File: config.mk
export PLATFORM = sky130hd
export DESIGN_NAME = wb_queue
export DESIGN_NICKNAME = d
export VERILOG_FILES = /design/src/rtl/wb_queue.sv
export SDC_FILE = /design/constraint.sdc
export NUM_CORES = 1
export LEC_CHECK = 0
export ABC_AREA = 1
export CAP_MARGIN = 10
export CORE_UTILIZATION = 56
export DETAILED_ROUTE_END_ITERATION = 7
export PLACE_DENSITY = 0.85
export SYNTH_ARGS = -nofsm -noshare
export SYNTH_HDL_FRONTEND = slang
export SYNTH_SLANG_ARGS = --single-unit
File: constraint.sdc
create_clock -name clk -period 7.95 [get_ports clk]
set_input_delay 0.795 -clock clk [delete_from_list [all_inputs] [get_ports clk]]
set_output_delay 0.795 -clock clk [all_outputs]
set_load 0.05 [all_outputs]
File: src/rtl/wb_queue.sv
// wb_queue: pending-writeback FIFO merging load and ALU results into one register-file write port.
// Define WB_QUEUE_FWD_EN to build the forwarding search over queued and outgoing results.
module wb_queue #(
    parameter int DEPTH = 4
) (
    input  logic                     clk,
    input  logic                     reset_n,
    input  logic                     ld_valid,
    output logic                     ld_ready,
    input  logic [4:0]               ld_rd,
    input  logic [31:0]              ld_data,
    input  logic                     alu_valid,
    output logic                     alu_ready,
    input  logic [4:0]               alu_rd,
    input  logic [31:0]              alu_data,
    input  logic                     wb_stall,
    output logic                     reg_write,
    output logic [4:0]               waddr,
    output logic [31:0]              wdata,
    input  logic [4:0]               fwd_addr,
    output logic                     fwd_hit,
    output logic [31:0]              fwd_data,
    output logic [$clog2(DEPTH):0]   count
);
    localparam int PW = $clog2(DEPTH);
    localparam int CW = PW + 1;

    logic [4:0]    rd_mem   [DEPTH];
    logic [31:0]   data_mem [DEPTH];
    logic [PW-1:0] rp;
    logic [PW-1:0] wp;
    logic          full;
    logic          push_ld;
    logic          push_alu;
    logic          enq;
    logic          pop;
    logic [4:0]    in_rd;
    logic [31:0]   in_data;

    // A full queue refuses input even when the head leaves this cycle.
    assign full      = count == CW'(DEPTH);
    assign ld_ready  = !full;
    assign alu_ready = !full && !ld_valid;
    assign push_ld   = ld_valid && ld_ready;
    assign push_alu  = alu_valid && alu_ready;
    assign in_rd     = ld_valid ? ld_rd : alu_rd;
    assign in_data   = ld_valid ? ld_data : alu_data;
    assign enq       = (push_ld || push_alu) && in_rd != 5'd0;
    assign pop       = !wb_stall && count != '0;

    always_ff @(posedge clk) begin
        if (enq) begin
            rd_mem[wp]   <= in_rd;
            data_mem[wp] <= in_data;
        end
    end

    always_ff @(posedge clk or negedge reset_n) begin
        if (!reset_n) begin
            rp        <= '0;
            wp        <= '0;
            count     <= '0;
            reg_write <= 1'b0;
            waddr     <= '0;
            wdata     <= '0;
        end else begin
            wp        <= enq ? wp + PW'(1) : wp;
            rp        <= pop ? rp + PW'(1) : rp;
            count     <= count + CW'(enq) - CW'(pop);
            reg_write <= pop;
            if (pop) begin
                waddr <= rd_mem[rp];
                wdata <= data_mem[rp];
            end
        end
    end

`ifdef WB_QUEUE_FWD_EN
    logic [PW-1:0] idx;
    logic          q_hit;
    logic [31:0]   q_data;

    // Scan oldest to youngest so the last match wins.
    always_comb begin
        idx    = rp;
        q_hit  = 1'b0;
        q_data = '0;
        for (int k = 0; k < DEPTH; k++) begin
            idx = rp + PW'(k);
            if (CW'(k) < count && rd_mem[idx] == fwd_addr) begin
                q_hit  = 1'b1;
                q_data = data_mem[idx];
            end
        end
    end

    assign fwd_hit  = fwd_addr != 5'd0 && (q_hit || (reg_write && waddr == fwd_addr));
    assign fwd_data = !fwd_hit ? '0 : q_hit ? q_data : wdata;
`else
    logic unused_fwd;

    assign unused_fwd = ^fwd_addr;
    assign fwd_hit    = 1'b0;
    assign fwd_data   = '0;
`endif

endmodule
==> impl_metrics.env <==
export IMPL_root_buffer="clkbuf_16"
export IMPL_post_drt_wl_per_cell_um=15.0
export IMPL_via_per_inst=5.19
export IMPL_drt_first_iter_violations=430
export IMPL_crit_path_start_kind="primary input"
export IMPL_end_kind="flop"
export IMPL_ys_ff_latch=193
export IMPL_yosysTopAreaCellShare=0.543
export IMPL_grt_max_degree=76
export IMPL_tns_ns=0
export IMPL_synth_top_family_by_area="simple AND/OR/NAND/NOR gates"
export IMPL_die_w_um=123
export IMPL_io_pins=160
export IMPL_ctsHoldBuffers=0
export IMPL_ys_warn_count=0
export IMPL_max_freq_mhz=318
export IMPL_r2r_cells=9
export IMPL_synth_cell_types=25
export IMPL_postPlaceCellArea_um2=9350
export IMPL_insertion_delay_ns=0.44
export IMPL_grt_antenna_before_repair=0
export IMPL_synth_area_per_cell_um2=10.7
export IMPL_gp_congestion=0.735
export IMPL_synth_area_leader_cell="edfxtp_1"
export IMPL_worst_clock_skew_ns=0.00538
export IMPL_finalCritPeriodShare=0.395
export IMPL_finalMaxSlewViolations=0
export IMPL_syn_to_final_growth_pct=21.4
export IMPL_fin_ws_ns=4.81
export IMPL_critPathKind="in2reg"
export IMPL_grt_pass1_vias=5366
export IMPL_drt_wl_total_um=16000
export IMPL_worstMarginPinSlew_ns=0.761
export IMPL_crit_chain="buf_2 > buf_4 > inv_2 > nand2_1 > nand2_1 > nor2_2 > nand3_4 > nand2_4 > ha_1 > inv_1 > ha_1 > inv_1 > fa_1 > xor2_1"
export IMPL_r2r_start="count[1]"
export IMPL_cts_resized=0
export IMPL_drtAntennaViolNets=0
export IMPL_setup_viol=0
export IMPL_p_total_uw=3930
export IMPL_synthTopCellsByArea="edfxtp_1 (54%), dfrtp_1 (14%), nand2_1 (10%), nor2_1 (5.6%), o21ai_1 (4.6%)"
export IMPL_core_area_um2=14000
export IMPL_slowest_delay_ns=0.40
export IMPL_synth_adder_area_share=0.0116
export IMPL_crit_arrival_ns=3.47
export IMPL_cts_setup_buffers=0
export IMPL_dpl_hpwl_um=9030
export IMPL_nNetsFinal=962
export IMPL_path_buf_inv=5
export IMPL_drtPass1Iterations=4
export IMPL_r2r_end="count[2]"
export IMPL_pre_cts_ws_ns=4.22
export IMPL_status="complete, no violations"
export IMPL_cp_num_cells=14
export IMPL_die_area_um2=15100
export IMPL_drive_above_1_share=0.0645
export IMPL_cp_slowest_cell="buf_4"
export IMPL_crit_path_max_fanout=41
export IMPL_fill_cells=943
export IMPL_row_count=43
export IMPL_muxShareOfSynthArea=0
export IMPL_grt_pass1_wl_um=25200
export IMPL_initial_utilization=0.582
export IMPL_grt_overflow=0
export IMPL_hp_class="in2async"
export IMPL_antennaDiodeCount=0
export IMPL_dieHeight_um=123
export IMPL_critical_path_top_delay_family="buffers and inverters"
export IMPL_synth_seq_area_share=0.681
export IMPL_drc=0
export IMPL_grt_total_usage=0.228
export IMPL_period_needed_ns=3.14
export IMPL_rrSetupSlack_ns=5.60
export IMPL_io_buffer_count=121
export IMPL_cts_max_path_buffers=2
export IMPL_postSynthCellCount=761
export IMPL_finalHoldViolCount=0
export IMPL_cts_tree="built"
export IMPL_synth_compound_area_frac=0.0710
export IMPL_cts_made_buffers=17
export IMPL_relSlewSlack=0.493
export IMPL_utilization=0.707
export IMPL_cellPowerDensity_nw_per_um2=396
export IMPL_synth_simple_area_share=0.168
export IMPL_synthesis_area_um2=8180
export IMPL_rsz0062_at_grt="false"
export IMPL_clk_pin_slew_ns=0.06
export IMPL_leakage_uw=0.00398
export IMPL_vias=5523
export IMPL_cts_sinks=193
export IMPL_peakVddDrop_mv=0.305
export IMPL_cap_violations=0
export IMPL_crit_required_ns=8.27
export IMPL_cts_htree_levels=4
export IMPL_design_area_um2=9930
export IMPL_yosys_area_share_xor_xnor=0.00214
==> power by group <==
part	switching, µW	total, µW	internal (µW)
Sequential	133	1590	1460
Clock	353	759	406
Combinational	1100	1590	485
Total	1590	3930	2350
==> stage by stage <==
step | hold slack, ns | instances
finish | 0.457 | 1064
floorplan | 0.491 | 793
detailed placement | 0.465 | 1030
CTS | 0.475 | 1062
global placement | 0.463 | 1030
global route | 0.501 | 1064
==> how the worst max path moves through the flow <==
| stage | end | from | slack, ns |
|---|---|---|---|
| after detailed placement | data_mem[0][18] | ld_valid | 4.22 |
| after global placement | data_mem[0][18] | ld_valid | 4.28 |
| after global routing | count[2] | ld_valid | 4.57 |
| after floorplan | data_mem[0][0] | ld_valid | 4.64 |
| final | count[2] | ld_valid | 4.81 |
| after CTS | data_mem[0][15] | ld_valid | 4.64 |
==> synthesized netlist by cell type (all sizes together) <==
master	count
a21oi	1
buf	62
clkbuf	10
conb	1
dfrtp	45
edfxtp	148
fa	1
ha	6
inv	17
nand2	228
nand3	3
nor2	125
o21ai	112
xor2	2
==> flip-flops by register name, summed over array words and instances (netlist names) <==
signal / count
count: 3
data_mem: 128
rd_mem: 20
reg_write: 1
rp: 2
waddr: 5
wdata: 32
wp: 2
==> layout by cell type, fill, tap and decap left out, drive strengths merged <==
| cell | synthesis | routed |
|---|---|---|
| clkinvlp | 0 | 3 |
| buf | 62 | 12 |
| nand3 | 3 | 3 |
| conb | 1 | 33 |
| a21oi | 1 | 1 |
| nor2 | 125 | 125 |
| inv | 17 | 18 |
| dfrtp | 45 | 45 |
| fa | 1 | 1 |
| clkinv | 0 | 9 |
| xor2 | 2 | 2 |
| clkbuf | 10 | 19 |
| o21ai | 112 | 112 |
| ha | 6 | 6 |
| nand2 | 228 | 228 |
| clkdlybuf4s50 | 0 | 119 |
| edfxtp | 148 | 148 |
==> layout make-up <==
class                   instances  area, µm²  share of cell area
clock buffers                  19        443              0.0446
clock inverters                13       90.1             0.00907
inverters                      17       63.8             0.00643
multi-input cells             511       2220               0.224
flip-flops and latches        193       5570               0.561
well taps                     180        225              0.0227
repair buffers                131       1310               0.132
==> worst reg2reg max path: stages (launching register included) <==
cell	delay [ns]
dfrtp_1	0.44
nor2_1	0.11
a21oi_4	0.11
buf_4	0.48
ha_1	0.34
inv_1	0.06
ha_1	0.13
inv_1	0.05
fa_1	0.37
xor2_1	0.17
==> kinds of logic after synthesis <==
logic type / count (synthesis)
AOI/OAI and AO/OA: 113
xor gates and xnor gates: 2
buffers and inverters: 89
DFF: 193
and+or+nand+nor: 356
adders and majority gates: 7
other: 1
==> per-layer routing <==
layer,global-route usage,up-vias,wire length [µm],part of all wire
li1,-,2678,-,-
met1,0.269,2617,6470,0.40
met2,0.391,202,8280,0.52
met3,0.0586,26,963,0.060
met4,0.107,0,278,0.017
met5,0,-,0,0
Note: power is estimated with default switching activity, not from simulation.
